--- src/rtl/fpga_cfg_pkg.sv ---
// Shared types and constants for the FPGA configuration loader.
package fpga_cfg_pkg;

  typedef enum logic [2:0] {
    IDLE,
    LOAD,
    HOLD,
    CHECK,
    SETTLE,
    ENABLE,
    DONE,
    ERROR
  } cfg_state_t;

  localparam int DEF_FRAME_W       = 224;
  localparam int DEF_NUM_FRAMES    = 245;
  localparam int DEF_WORD_W        = 32;
  localparam int DEF_SETTLE_CYCLES = 10;
  localparam int DEF_RDY_DELAY     = 4;

  // Stream words needed to fill one tile frame (last word may be partial).
  function automatic int words_per_frame(input int frame_w, input int word_w);
    return (frame_w + word_w - 1) / word_w;
  endfunction

endpackage

--- src/rtl/fpga_cfg_frame_packer.sv ---
// Packs WORD_W stream words into one FRAME_W tile frame. frame_done strobes
// on the cycle the last word of a frame is accepted; frame then carries the
// complete frame including that word. Bits past FRAME_W are dropped.
module fpga_cfg_frame_packer
  import fpga_cfg_pkg::*;
#(
  parameter int FRAME_W = DEF_FRAME_W,
  parameter int WORD_W  = DEF_WORD_W
) (
  input  logic               clock,
  input  logic               rst,
  input  logic               clear,
  input  logic               word_en,
  input  logic [WORD_W-1:0]  word,
  output logic               frame_done,
  output logic [FRAME_W-1:0] frame
);

  localparam int WPF   = words_per_frame(FRAME_W, WORD_W);
  localparam int CNT_W = (WPF > 1) ? $clog2(WPF) : 1;
  localparam logic [CNT_W-1:0] LAST_WORD = CNT_W'(WPF - 1);

  logic [CNT_W-1:0]   cnt;
  logic [FRAME_W-1:0] asm_q;
  logic [FRAME_W-1:0] asm_next;

  // Merge the incoming word into its slot of the assembly image.
  always_comb begin
    asm_next = asm_q;
    for (int i = 0; i < FRAME_W; i++) begin
      if (i / WORD_W == int'(cnt)) asm_next[i] = word[i % WORD_W];
    end
  end

  assign frame_done = word_en && (cnt == LAST_WORD);
  assign frame      = asm_next;

  // Word counter and assembly register.
  always_ff @(posedge clock or posedge rst) begin
    if (rst) begin
      cnt   <= '0;
      asm_q <= '0;
    end else if (clear) begin
      cnt <= '0;
    end else if (word_en) begin
      asm_q <= asm_next;
      cnt   <= frame_done ? '0 : cnt + 1'b1;
    end
  end

endmodule

--- src/rtl/fpga_config_loader.sv ---
// Configuration controller for the fpga fabric: streams the bitstream into
// tile frames, walks a one-hot configs_en across all tiles, then sequences
// ff_en and rdy. Optional trailer checksum: define FPGA_CFG_CHECKSUM_EN.
module fpga_config_loader
  import fpga_cfg_pkg::*;
#(
  parameter int FRAME_W       = DEF_FRAME_W,
  parameter int NUM_FRAMES    = DEF_NUM_FRAMES,
  parameter int WORD_W        = DEF_WORD_W,
  parameter int SETTLE_CYCLES = DEF_SETTLE_CYCLES,
  parameter int RDY_DELAY     = DEF_RDY_DELAY
) (
  input  logic                                clock,
  input  logic                                rst,
  input  logic                                start,
  input  logic [WORD_W-1:0]                   cfg_data,
  input  logic                                cfg_valid,
  output logic                                cfg_ready,
  output logic [FRAME_W-1:0]                  configs_in,
  output logic [NUM_FRAMES-1:0]               configs_en,
  output logic                                ff_en,
  output logic                                rdy,
  output logic                                busy,
  output logic [$clog2(NUM_FRAMES+1)-1:0]     frame_idx,
  output logic                                cfg_err
);

  localparam int IDX_W   = $clog2(NUM_FRAMES + 1);
  localparam int DLY_MAX = (SETTLE_CYCLES > RDY_DELAY) ? SETTLE_CYCLES : RDY_DELAY;
  localparam int DLY_W   = $clog2(DLY_MAX + 1);
  localparam logic [IDX_W-1:0] LAST_IDX = IDX_W'(NUM_FRAMES - 1);

  cfg_state_t         state;
  cfg_state_t         state_next;
  logic               word_en;
  logic               frame_done;
  logic [FRAME_W-1:0] frame;
  logic [DLY_W-1:0]   dly_cnt;
  logic               start_ok;
  logic               last_frame;
  logic               settle_done;
  logic               enable_done;

  assign start_ok    = start && (state == IDLE || state == DONE || state == ERROR);
  assign word_en     = cfg_valid && (state == LOAD);
  assign last_frame  = (frame_idx == LAST_IDX);
  assign settle_done = (state == SETTLE) && (dly_cnt == DLY_W'(SETTLE_CYCLES - 1));
  assign enable_done = (state == ENABLE) && (dly_cnt == DLY_W'(RDY_DELAY - 1));

  fpga_cfg_frame_packer #(
    .FRAME_W (FRAME_W),
    .WORD_W  (WORD_W)
  ) u_packer (
    .clock      (clock),
    .rst        (rst),
    .clear      (start_ok),
    .word_en    (word_en),
    .word       (cfg_data),
    .frame_done (frame_done),
    .frame      (frame)
  );

`ifdef FPGA_CFG_CHECKSUM_EN
  logic [WORD_W-1:0] xor_q;
  logic              trailer_bad;

  assign trailer_bad = (state == CHECK) && cfg_valid && (cfg_data != xor_q);

  // Running XOR of accepted data words; latch a trailer mismatch.
  always_ff @(posedge clock or posedge rst) begin
    if (rst) begin
      xor_q   <= '0;
      cfg_err <= 1'b0;
    end else if (start_ok) begin
      xor_q   <= '0;
      cfg_err <= 1'b0;
    end else begin
      if (word_en) xor_q <= xor_q ^ cfg_data;
      if (trailer_bad) cfg_err <= 1'b1;
    end
  end
`else
  assign cfg_err = 1'b0;
`endif

  // State register.
  always_ff @(posedge clock or posedge rst) begin
    if (rst) state <= IDLE;
    else     state <= state_next;
  end

  // Next-state logic.
  always_comb begin
    state_next = state;
    case (state)
      IDLE, DONE, ERROR: if (start) state_next = LOAD;
      LOAD:              if (frame_done) state_next = HOLD;
`ifdef FPGA_CFG_CHECKSUM_EN
      HOLD:              state_next = last_frame ? CHECK : LOAD;
      CHECK:             if (cfg_valid) state_next = trailer_bad ? ERROR : SETTLE;
`else
      HOLD:              state_next = last_frame ? SETTLE : LOAD;
`endif
      SETTLE:            if (settle_done) state_next = ENABLE;
      ENABLE:            if (enable_done) state_next = DONE;
      default:           state_next = IDLE;
    endcase
  end

  // Combinational outputs decoded from state.
  always_comb begin
    cfg_ready = (state == LOAD);
`ifdef FPGA_CFG_CHECKSUM_EN
    if (state == CHECK) cfg_ready = 1'b1;
`endif
    busy = !(state == IDLE || state == DONE || state == ERROR);
  end

  // Tile enable shifter, frame index and live-design flags.
  always_ff @(posedge clock or posedge rst) begin
    if (rst) begin
      configs_en <= '0;
      frame_idx  <= '0;
      ff_en      <= 1'b0;
      rdy        <= 1'b0;
    end else if (start_ok) begin
      configs_en <= NUM_FRAMES'(1);
      frame_idx  <= '0;
      ff_en      <= 1'b0;
      rdy        <= 1'b0;
    end else begin
      if (state == HOLD) begin
        configs_en <= configs_en << 1;
        frame_idx  <= frame_idx + 1'b1;
      end
      if (settle_done) ff_en <= 1'b1;
      if (enable_done) rdy   <= 1'b1;
    end
  end

  // Frame data register: one update per completed frame, held after load.
  always_ff @(posedge clock or posedge rst) begin
    if (rst)             configs_in <= '0;
    else if (frame_done) configs_in <= frame;
  end

  // Shared settle / ready delay counter, restarted at each phase boundary.
  always_ff @(posedge clock or posedge rst) begin
    if (rst) begin
      dly_cnt <= '0;
    end else if (start_ok || settle_done || enable_done) begin
      dly_cnt <= '0;
    end else if (state == SETTLE || state == ENABLE) begin
      dly_cnt <= dly_cnt + 1'b1;
    end
  end

endmodule

--- config.mk ---
export PLATFORM = sky130hd
export DESIGN_NAME = fpga_config_loader
export DESIGN_NICKNAME = d
export VERILOG_FILES = /design/src/rtl/fpga_cfg_pkg.sv /design/src/rtl/fpga_cfg_frame_packer.sv /design/src/rtl/fpga_config_loader.sv
export SDC_FILE = /design/constraint.sdc
export NUM_CORES = 2
export LEC_CHECK = 0
export CORE_ASPECT_RATIO = 1.5
export CORE_MARGIN = 2
export CORE_UTILIZATION = 45
export CTS_BUF_LIST = sky130_fd_sc_hd__clkbuf_16
export DETAILED_ROUTE_END_ITERATION = 16
export HOLD_SLACK_MARGIN = 0.03
export PLACE_DENSITY_LB_ADDON = 0.3
export REMOVE_ABC_BUFFERS = 1
export SLEW_MARGIN = 10
export SYNTH_ARGS = -nofsm -noshare
export SYNTH_HDL_FRONTEND = slang
export SYNTH_HIERARCHICAL = 1
export SYNTH_SLANG_ARGS = --single-unit
--- constraint.sdc ---
create_clock -name clock -period 18.4 [get_ports clock]
set_input_delay 3.68 -clock clock [delete_from_list [all_inputs] [get_ports clock]]
set_output_delay 3.68 -clock clock [all_outputs]
set_load 0.02 [all_outputs]
==> metrics.md <==
| Metric | Value |
|---|---|
| Outcome | `completed` |
| Grt ovf | `0` |
| Nets | `between 2000 and 3000` |
| DRC viols | `0` |
| Root Driver | `clkbuf_16` |
| Pint | `between 4 and 5 mW` |
| Synth-to-layout area growth | `24.9%` |
| Max Clock Freq | `between 150 and 200 MHz` |
| Synthesized instance count | `2432` |
| Initial antenna violation count | `2` |
| Die W | `between 200 and 250 um` |
| H-tree levels | `3` |
| P per Cell Area | `192 nW/um2` |
| Placed Cells incl. Taps | `3670` |
| Area contributors post-synth | `dfrtp_1 (58%), mux2_2 (21%), nand2_1 (6.1%)` |
| Rel. slew slack | `19.3%` |
| Post-CTS Hold Buffers | `0` |
| Vias per cell | `5.30` |
| Critical-path maximum fanout | `106` |
| Post-DR wirelength/cell | `between 20 and 25 um` |
| Finished Layout Cells | `3795` |
| Startpoint types | `primary input` |
| Routed vias | `20100` |
| Register area share after synthesis | `58.0%` |
| Post-CTS setup buffer count | `0` |
| Max-cap viol count | `0` |
| TritonRoute pass-1 iters | `5` |
| R2R depth | `7` |
| Worst setup EP type | `register` |
| Post-detail-place hpwl | `around 52000 um` |
| Period minus WS final | `6.64 ns` |
| Core area | `67800 um2` |
| FFs w/ async S/R, synth | `100%` |
| Gpl congestion | `0.850` |
| Maximum vdd drop | `~0.12 mV` |
| CTS Sinks | `around 710` |
| Final setup vio count | `0` |
| Wire length of the first global-routing pass | `between 100000 and 150000 um` |
| Routed Antenna Nets | `0` |
| Initial Utilization | `a little under half` |
| Total GRT Usage | `23.7%` |
| Fin. Hold Viols | `0` |
| Critical path class | `primary input to register` |
| Die H | `324 um` |
| Combinational group share of total power | `42.9%` |
| P_leak | `16.8 nW` |
| Port Buffer Count | `about 520` |
| Power share of the clock group | `19.3%` |
| Total negative slack | `0 ns` |
| Clock latency on the worst-skew pair | `0.62 ns` |
| CTS tree | `yes` |
| Sw frac | `a little over a third` |
| Final Max Tran Viols | `0` |
| Largest net degree at the start of global routing | `251` |
| WP data arrival | `between 7 and 8 ns` |
| Overall power | `7.39 mW` |
| Worst slew pin tran | `1.21 ns` |
| Row count | `roughly 120` |
| Num ports | `approximately 520` |
| Most common cell after layout, fill and taps aside | `dfrtp_1` |
| Post-synth EDFFs | `0` |
| Vias in the first global route | `21300` |
| Clk pin slew, worst setup/hold paths | `0.06 ns` |
| Synth top area share | `58.0%` |
| Post-synth top flop | `dfrtp_1` |
| Min-Delay Path Class | `register to register` |
| Place WS | `11.20 ns` |
| M3 GR Usage | `8.52%` |
| Net Sw Power | `2.64 mW` |
| Tcrit/Tclk final | `36.1%` |
| Final worst setup slack | `11.76 ns` |
| Grt met2 use | `~39%` |
| Layout cells sized above 1 | `28.2%` |
| Worst Hold Depth | `1` |
| TritonCTS Buffers | `70` |
| RSZ-0062 raised after global routing | `false` |
| Die area | `70500 um2` |
| Most frequent cells in the layout | `dfrtp_1 (713), mux2_2 (581), clkdlybuf4s50_1 (516)` |
| Syn_area_per_cell | `12.7 um2` |
| Synth Cell Area | `between 30000 and 40000 um2` |
| 1st-iter DRT viols | `1206` |
| Cell taking the most area after synthesis | `dfrtp_1` |
| Post-CTS sizing | `0` |
| Inserted Diodes | `0` |
| Top Usage Layer GRT | `met2` |
| Flops & latches, synth | `between 700 and 800` |
| Synth warnings | `6` |
| Met1 Resource Use GR | `29.3%` |
| Sequential share of power | `37.9%` |
| Max clock buf depth | `3` |
| Setup Skew | `0.0263 ns` |
| Cell variety after synth | `53` |
| WP data required | `between 15 and 20 ns` |
| Final WL | `83300 um` |
==> registers in the layout, indices dropped and copies added (netlist names), 3 cells and up <==
signal / count
configs_en: 245
configs_in: 224
u_packer/cnt: 3
state: 3
dly_cnt: 4
frame_idx: 8
u_packer/asm_q: 224
==> path summary, 6_finish.rpt <==
check	endpoint	start	slack (ns)
setup / recovery	configs_en[111]$_DFFE_PP0P_	start	11.76
hold / removal	u_packer/asm_q[85]$_DFFE_PP0P_	u_packer/asm_q[85]$_DFFE_PP0P_	0.49
setup reg to reg	configs_en[111]$_DFFE_PP0P_	state[2]$_DFFE_PP0P_	14.61
hold reg to reg	u_packer/asm_q[85]$_DFFE_PP0P_	u_packer/asm_q[85]$_DFFE_PP0P_	0.49
max in group asynchronous	configs_en[159]$_DFFE_PP0P_	rst	12.33
min in group asynchronous	u_packer/asm_q[30]$_DFFE_PP0P_	rst	3.75
==> metrics by stage <==
step | cell area (um2) | utilization [%] | hold slack (ns)
CTS | 38400 | 56.7 | 0.487
detailed placement | 36200 | 53.4 | 0.473
finish | 38400 | 56.7 | 0.490
global route | 38400 | 56.7 | 0.508
floorplan | 29700 | - | 0.452
global placement | 36200 | 53.4 | 0.465
==> power by group through the flow <==
stage               clock (mW)  combinational (mW)  sequential (mW)
global route              1.53                3.38             2.89
floorplan                    0                1.28             3.22
CTS                       1.46                3.20             2.80
finish                    1.42                3.17             2.80
global placement             0                3.13             2.77
detailed placement           0                3.18             2.82
==> per-layer routing <==
metal | vias to the layer above | wire length [um]
met5 | - | 30
met4 | 4 | 2170
met3 | 126 | 7240
met2 | 596 | 40500
met1 | 10300 | 33300
li1 | 9077 | -
==> cell usage after synthesis, types with 4 or more instances <==
cell,instances
dfrtp_1,713
mux2_2,581
nand2_1,503
a21oi_1,257
buf_2,111
mux2_4,90
clkbuf_1,41
buf_6,19
buf_4,16
inv_1,12
nor2_1,11
ha_1,9
nand2b_1,4
nor3_1,4
==> worst max-delay path, stage by stage <==
cell,delay (ns)
clkdlybuf4s50_1,0.55
inv_1,0.11
nor2_4,0.10
buf_4,0.84
buf_4,0.77
buf_4,0.79
a21oi_1,0.11
==> logic make-up after synthesis <==
logic type / share of synthesized area, %
flops: 58.0
mux: 25.8
simple gates: 7.56
compound gates: 4.39
buf+inv: 3.77
fa+ha+maj: 0.366
xor+xnor: 0.171
other cells: 0.0122
==> layout make-up <==
| cell class | count | area, um2 |
|---|---|---|
| Multi-Input combinational cell | 1514 | 11800 |
| Timing Repair Buffer | 539 | 5360 |
| Sequential cell | 713 | 17800 |
| Clock inverter | 52 | 415 |
| Tap cell | 892 | 1120 |
| Clock buffer | 73 | 1830 |
| Inverter | 12 | 60.1 |
| Fill cell | 5552 | 29400 |
No activity file was read; power rests on OpenSTA's default activity.
